<file path="src/rtl/prod_acc_round.sv">
// Dot-product accumulator: sums signed product beats per vector, then rounds
// (half toward +inf), shifts, saturates to OW bits and emits on valid/ready.
module prod_acc_round #(
    parameter  int MW     = 46,
    parameter  int MAXLEN = 256,
    parameter  int SHIFT  = 20,
    parameter  int OW     = 24,
    localparam int ACW    = MW + $clog2(MAXLEN),
    localparam int CW     = $clog2(MAXLEN + 1)
) (
    input  logic          clk,
    input  logic          rst,
    input  logic          in_valid,
    output logic          in_ready,
    input  logic [MW-1:0] in_data,
    input  logic          in_last,
    output logic          out_valid,
    input  logic          out_ready,
    output logic [OW-1:0] out_data,
    output logic          out_sat,
    output logic          out_trunc,
    output logic [CW-1:0] out_len
);

    typedef enum logic {S_ACC = 1'b0, S_FIN = 1'b1} state_t;

    localparam logic signed [ACW:0] C_MAX = {{(ACW + 2 - OW){1'b0}}, {(OW - 1){1'b1}}};
    localparam logic signed [ACW:0] C_MIN = {{(ACW + 2 - OW){1'b1}}, {(OW - 1){1'b0}}};

    state_t                 r_state;
    state_t                 w_state_next;
    logic [ACW-1:0]         r_acc;
    logic [CW-1:0]          r_cnt;
    logic [ACW-1:0]         r_fin;
    logic [CW-1:0]          r_len;
    logic                   r_trunc;

    logic                   w_accept;
    logic                   w_end;
    logic [CW-1:0]          w_cnt_inc;
    logic [ACW-1:0]         w_sum;
    logic signed [ACW:0]    w_round;
    logic                   w_sat_hi;
    logic                   w_sat_lo;
    logic [OW-1:0]          w_out_data;

    assign w_accept  = in_valid && in_ready;
    assign w_cnt_inc = r_cnt + CW'(1);
    assign w_end     = in_last || (w_cnt_inc == CW'(MAXLEN));
    assign w_sum     = r_acc + {{(ACW - MW){in_data[MW-1]}}, in_data};

    // State register
    always_ff @(posedge clk or posedge rst) begin
        if (rst) begin
            r_state <= S_ACC;
        end else begin
            r_state <= w_state_next;
        end
    end

    // Next-state logic
    always_comb begin
        w_state_next = r_state;
        case (r_state)
            S_ACC:   if (w_accept && w_end) w_state_next = S_FIN;
            S_FIN:   w_state_next = S_ACC;
            default: w_state_next = S_ACC;
        endcase
    end

    // FSM outputs: a held, unaccepted result blocks further beats
    always_comb begin
        in_ready = 1'b0;
        case (r_state)
            S_ACC:   in_ready = !(out_valid && !out_ready);
            default: in_ready = 1'b0;
        endcase
    end

    always_ff @(posedge clk or posedge rst) begin
        if (rst) begin
            r_acc   <= '0;
            r_cnt   <= '0;
            r_fin   <= '0;
            r_len   <= '0;
            r_trunc <= 1'b0;
        end else if (w_accept) begin
            if (w_end) begin
                r_fin   <= w_sum;
                r_acc   <= '0;
                r_cnt   <= '0;
                r_len   <= w_cnt_inc;
                r_trunc <= !in_last;
            end else begin
                r_acc   <= w_sum;
                r_cnt   <= w_cnt_inc;
            end
        end
    end

    // One extra bit keeps the rounding bias from wrapping at the accumulator's extremes
    generate
        if (SHIFT > 0) begin : g_round
            localparam logic signed [ACW:0] C_BIAS = (ACW + 1)'(1) << (SHIFT - 1);
            logic signed [ACW:0] w_biased;
            assign w_biased = $signed({r_fin[ACW-1], r_fin}) + C_BIAS;
            assign w_round  = w_biased >>> SHIFT;
        end else begin : g_noround
            assign w_round = $signed({r_fin[ACW-1], r_fin});
        end
    endgenerate

    assign w_sat_hi   = w_round > C_MAX;
    assign w_sat_lo   = w_round < C_MIN;
    assign w_out_data = w_sat_hi ? C_MAX[OW-1:0] :
                        w_sat_lo ? C_MIN[OW-1:0] : w_round[OW-1:0];

    always_ff @(posedge clk or posedge rst) begin
        if (rst) begin
            out_valid <= 1'b0;
            out_data  <= '0;
            out_sat   <= 1'b0;
            out_trunc <= 1'b0;
            out_len   <= '0;
        end else if (r_state == S_FIN) begin
            out_valid <= 1'b1;
            out_data  <= w_out_data;
            out_sat   <= w_sat_hi || w_sat_lo;
            out_trunc <= r_trunc;
            out_len   <= r_len;
        end else if (out_valid && out_ready) begin
            out_valid <= 1'b0;
        end
    end

endmodule

</file>
<file path="config.mk">
export PLATFORM = sky130hd
export DESIGN_NAME = prod_acc_round
export DESIGN_NICKNAME = d
export VERILOG_FILES = /design/src/rtl/prod_acc_round.sv
export SDC_FILE = /design/constraint.sdc
export NUM_CORES = 1
export LEC_CHECK = 0
export ABC_CLOCK_PERIOD_IN_PS = 5050
export CORE_ASPECT_RATIO = 0.9
export CORE_MARGIN = 3
export CORE_UTILIZATION = 55
export DETAILED_ROUTE_END_ITERATION = 8
export GPL_TIMING_DRIVEN = 0
export HOLD_SLACK_MARGIN = 0.08
export PLACE_DENSITY_LB_ADDON = 0.15
export SLEW_MARGIN = 25
export SYNTH_ARGS = -nofsm -noshare
export SYNTH_HDL_FRONTEND = slang
export SYNTH_SLANG_ARGS = --single-unit
export TNS_END_PERCENT = 5
</file>
<file path="constraint.sdc">
create_clock -name clk -period 5.05 [get_ports clk]
set_input_delay 0.505 -clock clk [delete_from_list [all_inputs] [get_ports clk]]
set_output_delay 0.505 -clock clk [all_outputs]
set_load 0.005 [all_outputs]
</file>
==> metrics <==
P_int 3.68 mW; clock network power share between 15 and 20%; EDFF count, synth 0; cells after synthesis 1092; HPWL after DPL roughly 19 mm; r2r endpoint r_fin[20]; initial antenna violation count 0; Post-Route Setup TNS 0 ps; Tcrit/Tclk final a little under 80%; largest net degree at the start of global routing 102; dominant cells by area after synthesis dfrtp_1 (38%), nand2_1 (7.4%), ha_1 (7.4%); gp weighted congestion approximately 0.94; Final Max Tran Viols 0; Non-Filler Instances 1419; post-synthesis sequential area ratio 38.3%; Synth-to-Final Area Change 18.6%; clock slew at reported path FFs around 70 ps; Synth Cell Area approximately 9500 sq um; Critical Path Start r_cnt[0]; P_leak around 4.9 nW; Synth Net Count 1200; post-route cell area 11200 sq um; filler cell count 1378; kind of critical path flip-flop to flip-flop; fmax between 200 and 300 MHz; cts-stage hold buffer count 0; core area 16500 sq um; postcts setup bufs 0; routed wire length between 20 and 30 mm; status complete, no violations; Final ANT Viol Nets 0; yosys warns 0; final hold vios 0; Max clock buf depth 2; slew margin rel. between 40% and 50%; Core Rows 44; syn avg cell area 8.68 sq um; Reg2Reg Depth 15; leading area contributor after synthesis dfrtp_1; total design power roughly 6.5 mW; max-cap violations 0; Via density between 6 and 7; total grt overflow 0; FF+latch count, synth around 150; Reg2Reg Setup Slack ~1100 ps; Clock Sinks 145; Comb pwr share about 49%; I/O pins 88; via count just under 9000; total CTS buffers 17; Layout Nets approximately 1300; Total GRT Usage ~28%; final setup fails 0; post-cts repair resize count 0; starting density of the core between 50% and 60%; Port Buffers 87; Worst IR Drop VDD 278 uV; CTS tree done; first-pass GRT wire length 41.8 mm; worst setup margin about 1100 ps; worst skew pair latency 440 ps; chip width 144 um; ys flop type dfrtp_1; vias in the first global route roughly 8000; die area around 19000 sq um; Tmin final 3900 ps; DRC 0; power density cells between 500 and 600 nW/um^2; Initial DRC Count 684; Routed wire per std cell 18.2 um; Placed Area about 11000 sq um; worst min-delay path class primary input to async pin; FFs w/ async S/R, synth 100%; Yosys top cell area share about two fifths; pre-CTS WS between 1000 and 1500 ps; Seq pwr share a little under a third; Worst Skew between 10 and 15 ps; placed cells 1387; maximum fanout along the worst path 10; TritonRoute pass-1 iters 5; Setup crit start kind flip-flop; RSZ-0062 raised after global routing false; Switch Pwr between 2 and 3 mW; reg2reg start r_cnt[0]; Yosys cell types 67; required time of the critical path around 5400 ps; CP arrival 4280 ps; switch share roughly 43%; Root Buffer clkbuf_16; antenna cells 0; crit path capture type flip-flop; worst setup path endpoint r_fin[20]; Worst-Margin Slew approximately 780 ps; H-tree depth 4; Die H approximately 130 um; layout cells sized above 1 ~6.0%
[synthesized netlist by cell type, drive strengths merged (8+ instances only)]
library cell and n:
nor3 17, nand2 188, nor2 53, dfrtp 145, clkbuf 41, buf 13, a21oi 66, nand3 37
inv 26, o31ai 31, nand4 11, o21ai 123, and3 9, a21o 29, mux2 21, xnor2 41
a22o 23, ha 56, xor2 40, o21bai 8, a31oi 11
[stage by stage]
step                      util, %  hold slack (ps)
final                        68.1              465
after global routing         68.1              496
after CTS                    68.1              479
after detailed placement     64.4              466
after global placement       64.2              465
after floorplan                 -              440
[per-layer routing]
layer	vias to the layer above	track usage, %	wire (um)
met5	-	0	0
met4	0	7.79	412
met3	34	5.09	1630
met2	298	42.7	11600
met1	4147	41.3	12200
li1	4171	-	-
[area by class of cell]
type | instances | area [sq um] | area share [%]
clock inverter | 15 | 171 | 1.52
multi-input combinational | 867 | 5550 | 49.3
clock buffer | 17 | 425 | 3.78
sequential | 145 | 3630 | 32.3
tap | 207 | 259 | 2.30
inverter | 26 | 105 | 0.935
timing repair buffer | 88 | 898 | 7.99
buffer | 54 | 208 | 1.85
[worst max-delay path: stages, from the launching register on]
cell	delay, ps
dfrtp_1	460
ha_1	180
buf_2	170
and3_1	170
clkbuf_1	240
nand2_1	90
nor2_1	210
xor2_1	170
a41o_1	180
buf_2	190
nand2_1	200
inv_2	300
clkbuf_1	550
clkbuf_1	520
nand2_1	130
nand2_1	80
[cells by family after synthesis]
kind of cell | share of synthesized area (%)
adders and majority gates | 7.60
DFF | 38.3
AOI/OAI and AO/OA | 23.1
buffers and inverters | 3.22
muxes | 2.92
and+or+nand+nor | 17.4
xor gates and xnor gates | 7.48
[power by group through the flow]
stage	clock (mW)	sequential (mW)	combinational, mW
after detailed placement	0	2.00	3.12
after global placement	0	1.99	3.07
final	1.29	1.99	3.19
after global routing	1.35	2.06	3.54
after CTS	1.30	1.99	3.15
after floorplan	0	1.91	2.21
[flip-flops by register name, indices dropped and copies added (netlist names), 9 cells and up]
name and cells:
r_cnt 9, r_acc 54, out_len 9, out_data 24
r_fin 35, r_len 9
[placed cells by master, fill, tap and decap left out, types with 8 or more instances in the layout]
master / count
ha_1: 56
nor3_1: 17
nor2_1: 53
o21ai_0: 123
inv_1: 24
xor2_1: 40
a22o_1: 23
buf_1: 9
o21bai_1: 8
clkbuf_16: 17
a21o_1: 28
clkdlybuf4s50_1: 87
a21oi_1: 66
a31oi_1: 11
o31ai_1: 30
xnor2_1: 41
mux2_2: 21
nand2_1: 188
dfrtp_1: 145
clkbuf_1: 41
and3_1: 8
nand4_1: 11
nand3_1: 37
[worst min-delay path by stage]
stage	endpoint	depth (start not counted)	slack, ps	start
after global placement	r_acc[42]	2	460	r_acc[42]
after floorplan	r_len[1]	2	440	r_len[1]
final	r_acc[21]	2	470	rst
after detailed placement	r_len[1]	2	470	r_len[1]
after CTS	r_acc[21]	2	480	rst
after global routing	r_acc[21]	2	500	rst
Power figures use the tool's default switching activity.
